--- src/rtl/adc_ltc2308_responder.sv ---
// adc_ltc2308_responder
// SPI slave that imitates the DE1 LTC2308 ADC. It decodes the 6-bit config word
// clocked in on ADC_DIN, runs a timed conversion once CS_N rises, and returns the
// selected channel's 12-bit result MSB-first on ADC_DOUT during the next frame.
//
// Handshake and timing: there is no valid/ready pair on this block. The
// controller owns ADC_SCLK and ADC_CS_N. Every pin edge is seen through a
// SYNC_STAGES-deep synchroniser plus one delay flop, so the FSM acts on an edge
// SYNC_STAGES+1 CLOCK cycles after it happens on the pin. CLOCK must therefore
// run at least 8x faster than ADC_SCLK. SYNC_STAGES must be 2 or more.
// STATE_DBG exposes the FSM state (0 IDLE, 1 SHIFT, 2 CONVERT).
module adc_ltc2308_responder #(
  parameter int CONV_CYCLES = 80,
  parameter int SYNC_STAGES = 2
) (
  input  logic        CLOCK,
  input  logic        RESET,
  input  logic        ADC_SCLK,
  input  logic        ADC_CS_N,
  input  logic        ADC_DIN,
  output logic        ADC_DOUT,
  input  logic [95:0] CH_DATA,
  output logic        BUSY,
  output logic        CFG_VALID,
  output logic [5:0]  CFG,
  output logic        FRAME_ERR,
  output logic [1:0]  STATE_DBG
);

  localparam int CW = (CONV_CYCLES > 1) ? $clog2(CONV_CYCLES) : 1;

  typedef enum logic [1:0] {
    IDLE    = 2'd0,
    SHIFT   = 2'd1,
    CONVERT = 2'd2
  } state_t;

  // Synchroniser chains: bit 0 is the newest sample, bit SYNC_STAGES-1 the oldest.
  logic [SYNC_STAGES-1:0] sclk_sync_q;
  logic [SYNC_STAGES-1:0] cs_sync_q;
  logic [SYNC_STAGES-1:0] din_sync_q;
  logic                   sclk_dly_q;
  logic                   cs_dly_q;

  logic sclk_s;
  logic cs_s;
  logic din_s;
  logic sclk_rise;
  logic sclk_fall;
  logic cs_rise;
  logic cs_fall;

  state_t          state_q,     state_d;
  logic [11:0]     result_q,    result_d;
  logic [11:0]     sr_q,        sr_d;
  logic [5:0]      cfg_sr_q,    cfg_sr_d;
  logic [3:0]      bit_cnt_q,   bit_cnt_d;
  logic [CW-1:0]   conv_cnt_q,  conv_cnt_d;
  logic            dout_q,      dout_d;
  logic            busy_q,      busy_d;
  logic            cfg_valid_q, cfg_valid_d;
  logic [5:0]      cfg_q,       cfg_d;
  logic            frame_err_q, frame_err_d;

  logic [2:0]      ch_sel;
  logic [6:0]      ch_base;
  logic [11:0]     ch_raw;
  logic [11:0]     capture_val;

  // Bring the three pins into the CLOCK domain and keep a delayed copy for edges.
  // CS_N resets high so that leaving reset never looks like a frame start.
  always_ff @(posedge CLOCK or negedge RESET) begin
    if (!RESET) begin
      sclk_sync_q <= '0;
      cs_sync_q   <= '1;
      din_sync_q  <= '0;
      sclk_dly_q  <= 1'b0;
      cs_dly_q    <= 1'b1;
    end else begin
      sclk_sync_q <= {sclk_sync_q[SYNC_STAGES-2:0], ADC_SCLK};
      cs_sync_q   <= {cs_sync_q[SYNC_STAGES-2:0],   ADC_CS_N};
      din_sync_q  <= {din_sync_q[SYNC_STAGES-2:0],  ADC_DIN};
      sclk_dly_q  <= sclk_sync_q[SYNC_STAGES-1];
      cs_dly_q    <= cs_sync_q[SYNC_STAGES-1];
    end
  end

  assign sclk_s    = sclk_sync_q[SYNC_STAGES-1];
  assign cs_s      = cs_sync_q[SYNC_STAGES-1];
  assign din_s     = din_sync_q[SYNC_STAGES-1];
  assign sclk_rise = sclk_s & ~sclk_dly_q;
  assign sclk_fall = ~sclk_s & sclk_dly_q;
  assign cs_rise   = cs_s & ~cs_dly_q;
  assign cs_fall   = ~cs_s & cs_dly_q;

  // Channel select and result formatting from the accepted config word.
  // Bits of CFG: [5] S/D, [4] O/S, [3] S1, [2] S0, [1] UNI, [0] SLP (ignored).
  // Differential mode is not modelled and always captures zero.
  always_comb begin
    ch_sel  = {cfg_q[3], cfg_q[2], cfg_q[4]};
    ch_base = 7'(ch_sel) * 7'd12;
    ch_raw  = CH_DATA[ch_base +: 12];
    if (!cfg_q[5]) begin
      capture_val = 12'h000;
    end else begin
      capture_val = ch_raw ^ {~cfg_q[1], 11'b0};
    end
  end

  // State and datapath registers.
  always_ff @(posedge CLOCK or negedge RESET) begin
    if (!RESET) begin
      state_q     <= IDLE;
      result_q    <= 12'h000;
      sr_q        <= 12'h000;
      cfg_sr_q    <= 6'h00;
      bit_cnt_q   <= 4'd0;
      conv_cnt_q  <= '0;
      dout_q      <= 1'b0;
      busy_q      <= 1'b0;
      cfg_valid_q <= 1'b0;
      cfg_q       <= 6'h00;
      frame_err_q <= 1'b0;
    end else begin
      state_q     <= state_d;
      result_q    <= result_d;
      sr_q        <= sr_d;
      cfg_sr_q    <= cfg_sr_d;
      bit_cnt_q   <= bit_cnt_d;
      conv_cnt_q  <= conv_cnt_d;
      dout_q      <= dout_d;
      busy_q      <= busy_d;
      cfg_valid_q <= cfg_valid_d;
      cfg_q       <= cfg_d;
      frame_err_q <= frame_err_d;
    end
  end

  // Next-state logic. CS_N edges always win over SCLK edges in the same cycle.
  // sr_q holds the result bits still to be sent, left-justified, zero-filled,
  // so bits past the twelfth naturally read as 0.
  always_comb begin
    state_d     = state_q;
    result_d    = result_q;
    sr_d        = sr_q;
    cfg_sr_d    = cfg_sr_q;
    bit_cnt_d   = bit_cnt_q;
    conv_cnt_d  = conv_cnt_q;
    dout_d      = dout_q;
    busy_d      = busy_q;
    cfg_valid_d = 1'b0;
    cfg_d       = cfg_q;
    frame_err_d = 1'b0;

    case (state_q)
      IDLE: begin
        if (cs_fall) begin
          state_d   = SHIFT;
          sr_d      = {result_q[10:0], 1'b0};
          dout_d    = result_q[11];
          bit_cnt_d = 4'd0;
          cfg_sr_d  = 6'h00;
        end
      end

      SHIFT: begin
        if (cs_rise) begin
          // The line is released between frames, so DOUT parks low.
          dout_d = 1'b0;
          if (bit_cnt_q >= 4'd6) begin
            cfg_d       = cfg_sr_q;
            cfg_valid_d = 1'b1;
            busy_d      = 1'b1;
            conv_cnt_d  = CW'(CONV_CYCLES - 1);
            state_d     = CONVERT;
          end else begin
            frame_err_d = 1'b1;
            state_d     = IDLE;
          end
        end else begin
          if (sclk_rise) begin
            if (bit_cnt_q < 4'd6) begin
              cfg_sr_d = {cfg_sr_q[4:0], din_s};
            end
            if (bit_cnt_q != 4'd15) begin
              bit_cnt_d = bit_cnt_q + 4'd1;
            end
          end
          if (sclk_fall) begin
            dout_d = sr_q[11];
            sr_d   = {sr_q[10:0], 1'b0};
          end
        end
      end

      CONVERT: begin
        if (cs_fall) begin
          // Aborted conversion: keep the old result and serve it in this frame.
          frame_err_d = 1'b1;
          busy_d      = 1'b0;
          state_d     = SHIFT;
          sr_d        = {result_q[10:0], 1'b0};
          dout_d      = result_q[11];
          bit_cnt_d   = 4'd0;
          cfg_sr_d    = 6'h00;
        end else if (conv_cnt_q == '0) begin
          result_d    = capture_val;
          busy_d      = 1'b0;
          state_d     = IDLE;
          frame_err_d = ~cfg_q[5];
        end else begin
          conv_cnt_d = conv_cnt_q - CW'(1);
        end
      end

      default: begin
        state_d = IDLE;
      end
    endcase
  end

  assign ADC_DOUT  = dout_q;
  assign BUSY      = busy_q;
  assign CFG_VALID = cfg_valid_q;
  assign CFG       = cfg_q;
  assign FRAME_ERR = frame_err_q;
  assign STATE_DBG = state_q;

endmodule

--- config.mk ---
export PLATFORM = sky130hd
export DESIGN_NAME = adc_ltc2308_responder
export DESIGN_NICKNAME = d
export VERILOG_FILES = /design/src/rtl/adc_ltc2308_responder.sv
export SDC_FILE = /design/constraint.sdc
export NUM_CORES = 1
export LEC_CHECK = 0
export CORE_MARGIN = 2
export CORE_UTILIZATION = 47
export DETAILED_ROUTE_END_ITERATION = 16
export PLACE_DENSITY = 0.91
export SYNTH_ARGS = -nofsm -noshare
export SYNTH_HDL_FRONTEND = slang
export SYNTH_SLANG_ARGS = --single-unit
--- constraint.sdc ---
create_clock -name CLOCK -period 2.8 [get_ports CLOCK]
set_clock_uncertainty 0.15 [all_clocks]
set_input_delay 0.28 -clock CLOCK [delete_from_list [all_inputs] [get_ports CLOCK]]
set_output_delay 0.28 -clock CLOCK [all_outputs]
set_load 0.01 [all_outputs]
==> impl_results.md <==
- Outcome: finished clean
- Share of the synthesized area in the top cell type: 0.405
- Syn Area/Cell: 11.2 um2
- Post-CTS sizing: 0
- Via Count: 3118
- CTS tree: done
- Peak fanout along the critical path: 12
- R2r setup slk: 290 ps
- Most common cell in the netlist: dfrtp_1
- Yosys Warn Count: 0
- Post-Route WL: 10300 um
- Yosys cell types: 43
- H-tree depth: 3
- # hold bufs at CTS: 1
- Antenna Cells: 0
- Synth top area cells: dfrtp_1, mux4_2, mux2i_1, nand2_1, mux2_2
- Final Hold Vio Count: 0
- Gr ovfl total: 0
- Sink Count: 60
- Mapped cell area: 0.00353 mm2
- Kind of critical path: reg2reg
- Layout area overhead: 40.5%
- Die Ht: about 91 um
- Critical Path RT: 2900 ps
- Worst-Skew Late Latency: between 300 and 400 ps
- Starting Density: 0.486
- CTS root buffer: clkbuf_8
- I/O Pins: 113
- Post-Syn Instances: 314
- GRT Total Usage: 0.259
- Max Root-Sink Buffers: 2
- First-pass GRT wire length: approximately 16000 um
- Setup Fix Bufs, Post-CTS: 0
- Pwr Density: roughly 570 mW/mm2
- Max Cap Viol: 0
- Yosys reg bits: 60
- Yosys top cell by area: dfrtp_1
- Leak Pwr: a little over 2 nW
- Crit start category: flop
- CP cell instances: or4_4 -> nor2_1 -> nand3_1 -> o2bb2ai_1
- CP max-delay cell: or4_4
- Unrepaired setup endpoints after global routing: no
- Max-slew headroom: 0.491
- Post-route DRC: 0
- Share of the cycle needed by the critical path after routing: 0.898
- Critical path endpoint category: flop
- First-pass detailed-route iteration total: 6
- Max-slew violation count: 0
- Routability cong.: 0.884
- Dpl hpwl: 7590 um
- Die area: 0.00821 mm2
- Horiz. Die Dim: ~91 um
- Peak VDD IR: between 0.0003 and 0.0004 V
- Vias per inst: roughly 5.8
- Site Rows: 31
- Vias in the first global route: 3278
- Highest clock rate: 398 MHz
- Worst Max-Slew Pin Slew: between 700 and 800 ps
- Register area share after synthesis: 0.427
- Layout cells sized above 1: 0.161
- Setup TNS: 0 ps
- CP max stage delay: 580 ps
- CTS Buf Count: 9
- IO Port Bufs: 112
- Crit path time final: 2510 ps
- Initial DRC count: 338
- Reg clk slew, reported paths: 70 ps
- Layout Nets: 539
- HP Class: in2async
- Share of flip-flops with an asynchronous set or reset: 1.00
- Arrival @ worst endpoint: about 2600 ps
- Final Hold Slack: roughly 170 ps
- Dominant synthesized flop cell: dfrtp_1
- Core area: 0.00725 mm2
- Initial antenna violation count: 0
- Syn_nets: 424
- Top post-synthesis cells by count: dfrtp_1, nand2_1, mux2i_1, mux4_2, inv_1
- Post-route ant nets: 0
- Largest net degree at the start of global routing: 35
- Post-synth EDFFs: 0
- Drt wl/cell: between 15 and 20 um
- Final setup viols: 0
-- final timing paths --
path,startpoint,to,cells after the start
min reg2reg,din_sync_q[0],din_sync_q[1],0
min in group CLOCK,ADC_CS_N,cs_sync_q[0],1
max reg2reg,conv_cnt_q[3],result_q[2],4
max in group asynchronous,RESET,cs_dly_q,3
min,RESET,CFG[0],2
max,conv_cnt_q[3],result_q[2],4
-- state kept, by name (all words and copies together) (netlist names) --
register / cells
BUSY: 1
STATE_DBG: 2
din_sync_q: 2
FRAME_ERR: 1
sclk_sync_q: 2
CFG: 6
sr_q: 11
sclk_dly_q: 1
ADC_DOUT: 1
bit_cnt_q: 4
result_q: 12
cs_dly_q: 1
conv_cnt_q: 7
cfg_sr_q: 6
cs_sync_q: 2
CFG_VALID: 1
-- logic make-up (layout without fill, tap and decap cells) --
| group | after synthesis | count (layout) | share of synthesized area |
|---|---|---|---|
| AO/OA/AOI/OAI | 54 | 54 | 0.114 |
| buffers and inverters | 37 | 157 | 0.0415 |
| flip-flops | 60 | 60 | 0.427 |
| multiplexers | 61 | 61 | 0.263 |
| adder cells (fa/ha/maj) | 9 | 9 | 0.0319 |
| XOR/XNOR | 1 | 1 | 0.00248 |
| AND/OR/NAND/NOR | 92 | 92 | 0.120 |
-- through the flow --
step                      setup WS (ps)  instance area, um2  cells  total power [W]  utilization
after floorplan                     549                3530    314          0.00172            -
after global placement              493                4770    516          0.00203        0.657
after detailed placement            386                4770    516          0.00209        0.657
after CTS                           322                4950    533          0.00280        0.683
after global routing                131                4950    533          0.00296        0.683
final                               286                4950    533          0.00282        0.683
-- layout by cell type, fill, tap and decap left out, types with 2 or more instances in the layout --
cell type,instances
a2111o_1,2
a2111oi_0,2
a211oi_1,4
a21oi_1,3
buf_4,11
clkbuf_8,11
clkdlybuf4s50_1,111
clkinv_2,3
dfrtp_1,57
dfstp_2,3
ha_1,9
inv_1,17
mux2_2,12
mux2i_1,25
mux4_2,24
nand2_1,50
nand2b_1,4
nand3_1,9
nand3b_1,2
nor2_1,8
nor2b_1,7
nor3_1,2
nor4_1,2
o211ai_1,2
o21ai_0,12
o2bb2ai_1,13
o311a_1,2
o31ai_1,4
or2_2,3
or3_1,2
-- metal layers --
metal  share of wire  global-route usage  vias up  wire, um
li1                -                   -     1382         -
met1            0.40               0.325     1527      4090
met2            0.49               0.417      177      5090
met3           0.085              0.0835       32       879
met4           0.025               0.103        0       259
met5               0                   0        -         0
-- report_power, final --
group          leakage, nW  switching, W  total [W]  internal (W)
combinational         1.20      0.000489   0.000983      0.000494
clock               0.0961      0.000345   0.000711      0.000366
sequential           0.758      0.000103    0.00112       0.00102
total                 2.05      0.000937    0.00282       0.00188
-- final cells by class --
cell class | count | area [um2]
clock buffer | 12 | 155
fill | 511 | 2300
timing repair buffer | 124 | 1210
clock inverter | 4 | 23.8
sequential | 60 | 1510
multi-input combinational | 217 | 1870
inverter | 17 | 63.8
tap | 99 | 124
-- worst max-delay path, delay by kind of cell (launching register included) --
| family | cells | cell delay, ps |
|---|---|---|
| flops | 1 | 430 |
| simple gates | 3 | 1510 |
| compound gates | 1 | 330 |
(Power assumes the default switching activity.)
